`config.mk`:
```
export PLATFORM = sky130hd
export DESIGN_NAME = fetch_unit
export DESIGN_NICKNAME = d
export VERILOG_FILES = /design/src/rtl/fetch_unit.sv
export SDC_FILE = /design/constraint.sdc
export NUM_CORES = 1
export LEC_CHECK = 0
export BUFFER_PORTS_ARGS = -buffer_cell sky130_fd_sc_hd__buf_2
export CORE_ASPECT_RATIO = 1.75
export CORE_MARGIN = 2
export CORE_UTILIZATION = 50
export CTS_CLUSTER_DIAMETER = 200
export CTS_CLUSTER_SIZE = 28
export DETAILED_ROUTE_END_ITERATION = 10
export GPL_TIMING_DRIVEN = 0
export PLACE_DENSITY = 0.76
export REMOVE_ABC_BUFFERS = 1
export SYNTH_ARGS = -nofsm -noshare
export SYNTH_HDL_FRONTEND = slang
export SYNTH_SLANG_ARGS = --single-unit
```
`constraint.sdc`:
```
create_clock -name clk -period 4.9 [get_ports clk]
set_input_delay 0.49 -clock clk [delete_from_list [all_inputs] [get_ports clk]]
set_output_delay 0.49 -clock clk [all_outputs]
set_load 0.01 [all_outputs]
```
`src/rtl/fetch_unit.sv`:
```
// Instruction fetch stage: drives the PC into the async ROM and queues {pc, word} pairs for decode.
// Optional FETCH_PERF_EN adds fetch and stall performance counters.
module fetch_unit #(
    parameter logic [31:0] RESET_PC = 32'h0000_0000,
    parameter int          DEPTH    = 2
) (
    input  logic        clk,
    input  logic        reset,
    output logic [31:0] imem_addr,
    input  logic [31:0] imem_data,
    input  logic        redirect_valid,
    input  logic [31:0] redirect_pc,
    input  logic        dec_ready,
    output logic        inst_valid,
    output logic [31:0] inst,
    output logic [31:0] inst_pc,
    output logic [31:0] inst_pc4
`ifdef FETCH_PERF_EN
    ,
    output logic [31:0] perf_fetch_cnt,
    output logic [31:0] perf_stall_cnt
`endif
);

    localparam int PW = $clog2(DEPTH);
    localparam int CW = $clog2(DEPTH + 1);
    localparam logic [CW-1:0] DEPTH_C = CW'(DEPTH);

    logic [31:0]   pc_reg, pc_next;
    logic [PW-1:0] rd_ptr_reg, rd_ptr_next;
    logic [PW-1:0] wr_ptr_reg, wr_ptr_next;
    logic [CW-1:0] count_reg, count_next;
    logic          push, pop;

    logic [31:0]   entry_pc   [DEPTH];
    logic [31:0]   entry_inst [DEPTH];

    assign imem_addr  = pc_reg;
    assign inst_valid = (count_reg != '0);

    always_comb begin
        pop  = inst_valid & dec_ready;
        push = !redirect_valid & ((count_reg < DEPTH_C) | pop);
    end

    always_comb begin
        pc_next     = pc_reg;
        rd_ptr_next = rd_ptr_reg;
        wr_ptr_next = wr_ptr_reg;
        count_next  = count_reg;
        if (redirect_valid) begin
            // Flush wins over any push/pop in the same cycle.
            pc_next     = redirect_pc & 32'hFFFF_FFFC;
            rd_ptr_next = '0;
            wr_ptr_next = '0;
            count_next  = '0;
        end else begin
            if (push) begin
                pc_next     = pc_reg + 32'd4;
                wr_ptr_next = wr_ptr_reg + PW'(1);
            end
            if (pop) begin
                rd_ptr_next = rd_ptr_reg + PW'(1);
            end
            count_next = count_reg + CW'(push) - CW'(pop);
        end
    end

    always_ff @(posedge clk or posedge reset) begin
        if (reset) begin
            pc_reg     <= RESET_PC;
            rd_ptr_reg <= '0;
            wr_ptr_reg <= '0;
            count_reg  <= '0;
        end else begin
            pc_reg     <= pc_next;
            rd_ptr_reg <= rd_ptr_next;
            wr_ptr_reg <= wr_ptr_next;
            count_reg  <= count_next;
        end
    end

    // Payload slots carry no reset; the head outputs are gated while empty.
    genvar gi;
    generate
        for (gi = 0; gi < DEPTH; gi++) begin : g_entry
            logic [31:0] slot_pc_reg;
            logic [31:0] slot_inst_reg;

            always_ff @(posedge clk) begin
                if (push && (wr_ptr_reg == PW'(gi))) begin
                    slot_pc_reg   <= pc_reg;
                    slot_inst_reg <= imem_data;
                end
            end

            assign entry_pc[gi]   = slot_pc_reg;
            assign entry_inst[gi] = slot_inst_reg;
        end
    endgenerate

    always_comb begin
        inst     = '0;
        inst_pc  = '0;
        inst_pc4 = '0;
        if (inst_valid) begin
            inst     = entry_inst[rd_ptr_reg];
            inst_pc  = entry_pc[rd_ptr_reg];
            inst_pc4 = entry_pc[rd_ptr_reg] + 32'd4;
        end
    end

`ifdef FETCH_PERF_EN
    logic stall;
    assign stall = (count_reg == DEPTH_C) & !pop & !redirect_valid;

    always_ff @(posedge clk or posedge reset) begin
        if (reset) begin
            perf_fetch_cnt <= '0;
            perf_stall_cnt <= '0;
        end else begin
            if (push) perf_fetch_cnt <= perf_fetch_cnt + 32'd1;
            if (stall) perf_stall_cnt <= perf_stall_cnt + 32'd1;
        end
    end
`endif

endmodule

```
# Yosys cells after proc, flatten, opt, wreduce, memory -nomap -nowiden
# Cells that the tools add are included.
[classes] n_addsub=6 order_cmp=2 mux=16 bitwise=5 n_reduce_logical=6
[ops] operator="32-bit two-way mux" n=11
[ops] operator="32-bit by 3-bit adder with 32-bit output, second input constant" n=2
[ops] operator="2-bit nonzero test" n=3
[ops] operator="1-bit two-way mux" n=4
[ops] operator="1-bit adder, second input constant" n=2
[ops] operator="2-bit by 1-bit adder with 2-bit output" n=1
[ops] operator="1-bit bitwise AND" n=2
[ops] operator="2-bit greater-or-equal comparator, second input constant" n=1
[ops] operator="1-bit logical AND" n=2
[ops] operator="2-bit < comparator, second input constant" n=1
[ops] operator="2-bit two-way mux" n=1
[ops] operator="1-bit NOT with 2-bit output" n=1
[ops] operator="2-bit by 1-bit subtractor with 2-bit output" n=1
[ops] operator="1-bit logical NOT" n=1
[ops] operator="1-bit NOT" n=1
[ops] operator="1-bit OR" n=1
[totals] register_bits=164 inputBits=68 output_inout_bits=129 word_cells=43

# Longest topological paths before layout
# Gate-level depths: netlist (run 1).
[depth] ltp_word=7 ltp_mapped=10

# Worst setup path before layout (run 1)
# OpenSTA, ideal clock, no wires.
[synth_timing] path_type="input to register" start="input dec_ready" end="register g_entry[0].slot_inst_reg[0], enable pin" t_arrival_ps=3452 required_ps=4418 path_slack_ps=965 path_stages=4 path_buffers=1 path_cell_list="nand2b_1 buf_2 nand2b_1 nor2_1"
[synth_via] elab_chain_cells=4
[synth_rtl] element="start, declared" line="13" rtl="input logic dec_ready,"
[synth_rtl] element="1-bit bitwise AND" line="42" rtl="pop = inst_valid & dec_ready;"
[synth_rtl] element="1-bit OR" line="43" rtl="push = !redirect_valid & ((count_reg < DEPTH_C) | pop);"
[synth_rtl] element="1-bit bitwise AND" line="43"
[synth_rtl] element="1-bit logical AND" line="91" rtl="if (push && (wr_ptr_reg == PW'(gi))) begin"
[synth_rtl] element="end signal, assigned" line="93" rtl="slot_inst_reg <= imem_data;"
[synth_rtl] element="end, declared" line="88" rtl="logic [31:0] slot_inst_reg;"
# Every way passes these cells.
# A chain may end at the register's enable or synchronous reset.

# Worst setup path in the final report (run 1)
[layout_timing] start="register rd_ptr_reg" end="output inst_pc4[24]"
[layout_via] elab_chain_cells=6
[layout_rtl] element="start, declared" line="30" rtl="logic [PW-1:0] rd_ptr_reg, rd_ptr_next;"
[layout_rtl] element="start signal, assigned" line="77" rtl="rd_ptr_reg <= rd_ptr_next;"
[layout_rtl] element="1-bit NOT with 2-bit output (not written as such)" line="109" rtl="inst_pc4 = entry_pc[rd_ptr_reg] + 32'd4;"
[layout_rtl] element="32-bit two-way mux (not written as such) (3 in a row)" line="109"
[layout_rtl] element="32-bit by 3-bit adder with 32-bit output" line="109"
[layout_rtl] element="32-bit two-way mux" line="106" rtl="if (inst_valid) begin"
[layout_rtl] element="end, declared" line="17" rtl="output logic [31:0] inst_pc4"
# Every way passes these cells. The select of a mux whose other input is x is not followed.

==> results of run 1 <==
metal layers:
metal / share of wire / track usage
met1: 0.36 / 0.247
met2: 0.56 / 0.414
met3: 0.055 / 0.0390
met4: 0.024 / 0.0986
met5: 0 / 0
how the worst max path moves through the flow:
stage	cells after the start	to	start	slack, ps
6_report	8	inst_pc4[24]	rd_ptr_reg	540
5_1_grt	6	inst_pc4[31]	rd_ptr_reg	250
4_1_cts	8	inst_pc4[24]	rd_ptr_reg	540
3_5_place_dp	7	inst_pc4[31]	rd_ptr_reg	390
3_3_place_gp	8	count_reg[1]	count_reg[1]	-2030
2_1_floorplan	5	inst_pc4[31]	rd_ptr_reg	-280
critical path, cell delays in order (launching register included):
cell	delay (ps)
dfrtp_4	780
buf_16	360
mux2_2	250
ha_1	260
a21boi_1	520
nand4_1	510
nor2b_1	270
mux2_2	360
buf_2	140
kinds of logic after synthesis:
family                     Yosys count
AOI/OAI and AO/OA                   70
xor gates and xnor gates            42
adders and majority gates            4
buffers and inverters               46
DFF                                158
muxes                               65
other                                1
and+or+nand+nor                    255
Yosys cell counts (5+ instances only):
master,instances,area share
and3_1,6,0.0050
edfxtp_1,124,0.49
buf_2,12,0.0080
and2_1,11,0.0091
nand2b_1,5,0.0041
clkbuf_1,19,0.0095
nor3_1,5,0.0033
mux2_2,10,0.015
o31ai_1,9,0.0090
nand3_1,26,0.017
nand4_1,15,0.012
xor2_1,15,0.017
nand2_1,63,0.031
inv_1,9,0.0045
xnor2_1,27,0.031
nor2_1,83,0.041
buf_4,6,0.0060
mux2i_1,55,0.073
nor2b_1,7,0.0058
dfrtp_1,34,0.11
nor4_1,10,0.0083
o21ai_0,39,0.026
a31oi_1,5,0.0041
timing repair:
item	4_1_cts	5_1_grt
buffers inserted	2	0
endpoints found under the setup margin	1	0
hold buffers	0	0
endpoints found under the hold margin	0	0
resized for setup	0	0
final cells by class:
cell class              instances  area [sq um]
repair buffers                197          1130
well taps                     183           229
inverters                       9          33.8
multi-input cells             442          2800
clock buffers                  19           433
flip-flops and latches        158          4580
fillers                      1208          5480
clock inverters                13           164
through the flow:
step	util	hold WS, ps	setup TNS, ps	worst slack, ps	power [mW]
after floorplan	-	532	-853	-275	2.81
after global placement	0.576	503	-131330	-2030	3.43
after detailed placement	0.590	510	0	387	3.51
after CTS	0.631	246	0	535	4.84
after global routing	0.631	244	0	252	5.06
final	0.631	201	0	543	4.79
where the power goes:
group          internal (mW)  leakage (nW)  total [mW]  switching (mW)
sequential              1.66          1.58        1.82           0.162
combinational          0.683          1.86        1.65           0.966
clock                  0.804         0.289        1.32           0.517
total                   3.15          3.73        4.79            1.64
cell usage in the layout (no fill, tap or decap), types with 11 or more instances in the layout:
| cell | count |
|---|---|
| nor2_1 | 80 |
| mux2i_1 | 55 |
| o21ai_0 | 39 |
| dfrtp_1 | 33 |
| xnor2_1 | 27 |
| buf_2 | 188 |
| xor2_1 | 15 |
| nand4_1 | 15 |
| clkbuf_16 | 17 |
| nand3_1 | 26 |
| nand2_1 | 63 |
| and2_1 | 11 |
| edfxtp_1 | 124 |
==> results.md, run 1 <==
* Outcome: finished, final reports clean
* Least-Margin Pin Slew at between 800 and 900 ps
* Starting Density at 0.508
* Clock transition at path regs at 60 ps
* TritonCTS clock tree: built
* 1st-pass router iterations at 5
* Synth Warn # at 0
* Layout cells sized above 1 at 0.294
* Number of CTS-inserted buffers at 17
* Placed Area at 8750 sq um
* Maximum vdd drop at ~0.25 mV
* Share of flip-flops with an asynchronous set or reset at 0.215
* Hold Fails Final Rpt at 0
* Clock tree buffer depth at 2
* F_max at 0.230 GHz
* Final HPWL DP at 13.0 mm
* Crit Path Category: flop to primary output
* N_diodes at 0
* Die area at 16100 sq um
* Final std cells w/o fill at 1021
* Clk Latency, worst-skew pair at 410 ps
* Ys flop type: edfxtp_1
* Startpoint types: flop
* Vias in the first global route at about 5600
* Post-synthesis adder-cell area fraction at 0.00664
* Minimum clock period at 4360 ps
* Total number of vias at 5679
* Final setup vio count at 0
* Largest register FFs at 64
* CP arrival at 3870 ps
* Largest family of logic cells by synthesized area: simple AND/OR/NAND/NOR gates
* R2R depth at 5
* Register area share after synthesis at 0.607
* Synthesized area at 7540 sq um
* Clk root buf: clkbuf_16
* Max-cap check violation count at 0
* GRT overflow at 0
* DRC violations left at 0
* Total Routing Usage GR at 0.223
* Placed Cells at 987
* Antenna Violating Nets Remaining at 0
* Avg Vias per Cell at 5.56
* DR iter-0 viols at 349
* Row cnt at 59
* Critical Path Sink Type: primary output
* # H-tree levels at 4
* Syn Inst Count at ~640
* Post-synth EDFFs at 124
* Die width at just under 100 microns
* Final WL at 17.7 mm
* Synth unique cells at 49
* Clock skew at 11.3 ps
* Die height at roughly 170 microns
* Nets at 897
* Post-route clock period utilization at 0.889
* Routed len/inst at approximately 17 microns
* Post-synthesis compound-gate area fraction at 0.0563
* Post-Synth XOR/XNOR Area at 0.0488
* PortBufs at 188
* Relative slew slack at 0.401
* Largest net degree at the start of global routing at 63
* Pleak at 3.73 nW
* Design Area, Final at ~9400 sq um
* Simple-gate share of the synthesized area at 0.165
* Slew Limit Fails at 0
* Clock sinks at 158
* Worst min path class: input port to asynchronous set/reset pin
* Avg Cell Area, Syn at 11.8 sq um
* IO Pins at 197
* Multiplexer share of the synthesized area at 0.0880
* Core area at 14800 sq um
* Flop-to-flop setup slack at 2130 ps
* Initial antenna violation count at 0
* First-pass GRT wire length at between 20 and 30 mm
* Gpl congestion at 0.884
* Area delta synth->final at 24.1%
* Worst Path Max Fanout at 62
* R2r endpoint: imem_addr[31]
* Critical Path RT at 4410 ps
* FF-to-FF Start: imem_addr[5]
* RSZ-0062 raised after global routing: no
* Flops & latches, synth at around 160
* Pwr/cell area at 512 nW/um^2
Note: power is estimated with default switching activity, not from simulation.
==> inputs of run 2 (changes only) <==
--- a/config.mk
+++ b/config.mk
@@ -8,13 +8,13 @@
 export BUFFER_PORTS_ARGS = -buffer_cell sky130_fd_sc_hd__buf_2
 export CORE_ASPECT_RATIO = 1.75
 export CORE_MARGIN = 2
-export CORE_UTILIZATION = 50
+export CORE_UTILIZATION = 31
 export CTS_CLUSTER_DIAMETER = 200
 export CTS_CLUSTER_SIZE = 28
 export DETAILED_ROUTE_END_ITERATION = 10
 export GPL_TIMING_DRIVEN = 0
-export PLACE_DENSITY = 0.76
 export REMOVE_ABC_BUFFERS = 1
 export SYNTH_ARGS = -nofsm -noshare
 export SYNTH_HDL_FRONTEND = slang
 export SYNTH_SLANG_ARGS = --single-unit
+export TNS_END_PERCENT = 50
==> run 2 against run 1 <==
Utilization decreased by 23 points. Largest cell class unchanged. Worst hold slack got worse by 6.5 ps. Cell area increased by 1.4%. Clock-buffer cell count increased by 2. Critical endpoint is now inst_pc4[31]. Flip-flop and latch count unchanged. Wire length increased by 9.2%. Die area increased by 59%.
==> results.md, run 2 (synthesis gave the netlist of run 1 again) <==
* Routed len/inst at 16.9 microns (was 17.3 microns)
* Met2 Use GR at 0.278 (was 0.414)
* Slew Limit Fails at 0 (unchanged)
* GRT met3 Usage at 0.0308 (was 0.0390)
* GRT overflow at 0 (unchanged)
* Commonest cells after routing, fill and taps aside: buf_2, edfxtp_1, nor2_1, nand2_1, mux2i_1 (unchanged)
* Flop-to-flop setup slack at 2080 ps (was 2130 ps)
* Largest delay share family, worst path: simple AND/OR/NAND/NOR gates (was flip-flops)
* Total Routing Usage GR at 0.152 (was 0.223)
* GR peak layer: met2 (unchanged)
* Layout cells sized above 1 at 0.295 (was 0.294)
* Total number of vias at 5547 (was 5679)
* Clock sinks at 158 (unchanged)
* Relative slew slack at 0.375 (was 0.401)
* Crit-path max cell delay at 850 ps (was 780 ps)
* Final WS setup at 491 ps (was 543 ps)
* Nets at 897 (unchanged)
* Die area at 25600 sq um (was 16100 sq um)
* R2R depth at 9 (was 5)
* # H-tree levels at 4 (unchanged)
* Initial antenna violation count at 1 (was 0)
* Number of CTS-inserted buffers at 17 (unchanged)
* Placement Setup Slack at 372 ps (was 387 ps)
* Final WL at 19.3 mm (was 17.7 mm)
* R2r endpoint: count_reg[1] (was imem_addr[31])
* Post-route clock period utilization at 0.900 (was 0.889)
* Clock tree buffer depth at 2 (unchanged)
* TritonCTS clock tree: built (unchanged)
* Largest net degree at the start of global routing at 62 (was 63)
* DR iter-0 viols at 264 (was 349)
* Crit Path Category: flop to primary output (unchanged)
* PortBufs at 188 (unchanged)
* Worst path bufs/invs at 2 (unchanged)
* Critical Path Sink Type: primary output (unchanged)
* IO Pins at 197 (unchanged)
* Largest register FFs at 64 (unchanged)
* Clock transition at path regs at 70 ps (was 60 ps)
* Vias in the first global route at 5367 (was 5634)
* Area delta synth->final at 25.9% (was 24.1%)
* Worst Path Max Fanout at 51 (was 62)
* Minimum clock period at 4410 ps (was 4360 ps)
* Hold_buf cts at 0 (unchanged)
* Final HPWL DP at 14.6 mm (was 13.0 mm)
* Avg Vias per Cell at 4.84 (was 5.56)
* Critical Path RT at 4410 ps (about the same)
* Pwr/cell area at 501 nW/um^2 (was 512 nW/um^2)
* Clk Latency, worst-skew pair at 420 ps (was 410 ps)
* Met1 Usage GRT at 0.163 (was 0.247)
* Die height at 210 microns (was 166 microns)
* Crit path depth at 6 (was 8)
* Most common cell after layout, fill and taps aside: buf_2 (unchanged)
* Power Total at 4.75 mW (was 4.79 mW)
* FF-to-FF Start: count_reg[1] (was imem_addr[5])
* First-pass GRT wire length at 29.2 mm (was 28.7 mm)
* Clock skew at 9.93 ps (was 11.3 ps)
* Outcome: finished, final reports clean (unchanged)
* DRC violations left at 0 (unchanged)
* Post-cts resize count at 0 (unchanged)
* Fin util at 0.397 (was 0.631)
* Final setup vio count at 0 (unchanged)
* CP arrival at 3920 ps (was 3870 ps)
* Pleak at 3.72 nW (was 3.73 nW)
* RSZ-0062 raised after global routing: no (unchanged)
* Clk root buf: clkbuf_16 (unchanged)
* Die width at 122 microns (was 96.8 microns)
* Row cnt at 75 (was 59)
* Hold Fails Final Rpt at 0 (unchanged)
* Maximum vdd drop at 0.227 mV (was 0.251 mV)
* Core area at 23900 sq um (was 14800 sq um)
* Worst min path class: input port to asynchronous set/reset pin (unchanged)
* 1st-pass router iterations at 6 (was 5)
* Max-cap check violation count at 0 (unchanged)
* Antenna Violating Nets Remaining at 0 (unchanged)
* Crit-path cells: buf_16 -> o32ai_1 -> nand4_1 -> nor4_1 -> mux2_2 -> buf_2 (was buf_16 -> mux2_2 -> ha_1 -> a21boi_1 -> nand4_1 -> nor2b_1 -> mux2_2 -> buf_2)
* F_max at 0.227 GHz (was 0.230 GHz)
* Gpl congestion at 0.788 (was 0.884)
* Least-Margin Pin Slew at 935 ps (was 896 ps)
* Startpoint types: flop (unchanged)
* Starting Density at 0.315 (was 0.508)
* Slowest CP cell: o32ai_1 (was dfrtp_4)
==> run 2: final cells by class <==
type / count / area (sq um)
multi-input combinational: 442 / 2800
clock buffer: 21 / 482
fill: 2354 / 14400
inverter: 9 / 33.8
antenna: 1 / 2.50
timing repair buffer: 197 / 1110
sequential: 158 / 4580
tap: 308 / 385
clock inverter: 11 / 101
==> run 2: repair_timing <==
item / 4_1_cts / 5_1_grt
endpoints found under the setup margin: 2 / 0
setup buffers: 2 / 0
hold endpoints to repair: 0 / 0
==> run 2: how the worst max path moves through the flow <==
stage / from / to / slack (ps)
floorplan: rd_ptr_reg / inst_pc4[31] / -280
global placement: count_reg[1] / count_reg[0] / -2880
detailed placement: rd_ptr_reg / inst_pc4[31] / 370
CTS: rd_ptr_reg / inst_pc4[31] / 440
global route: rd_ptr_reg / inst_pc4[31] / 120
finish: rd_ptr_reg / inst_pc4[31] / 490
==> run 2: report_power, final <==
group	switching (mW)	internal [mW]
sequential	0.174	1.66
combinational	0.964	0.674
clock	0.522	0.760
total	1.66	3.09
==> run 2: metal layers <==
metal / up-vias / routed length [microns]
li1: 2708 / -
met1: 2636 / 7290
met2: 160 / 10500
met3: 43 / 805
met4: 0 / 777
met5: - / 0
==> run 2: metrics by stage <==
stage | hold WS [ps] | cell area (sq um) | instances | TNS [ps]
2_1_floorplan | 532 | 7380 | 609 | -853
3_3_place_gp | 508 | 8710 | 1105 | -239200
3_5_place_dp | 525 | 8890 | 1112 | 0
4_1_cts | 207 | 9490 | 1146 | 0
5_1_grt | 232 | 9490 | 1147 | 0
6_report | 194 | 9490 | 1147 | 0
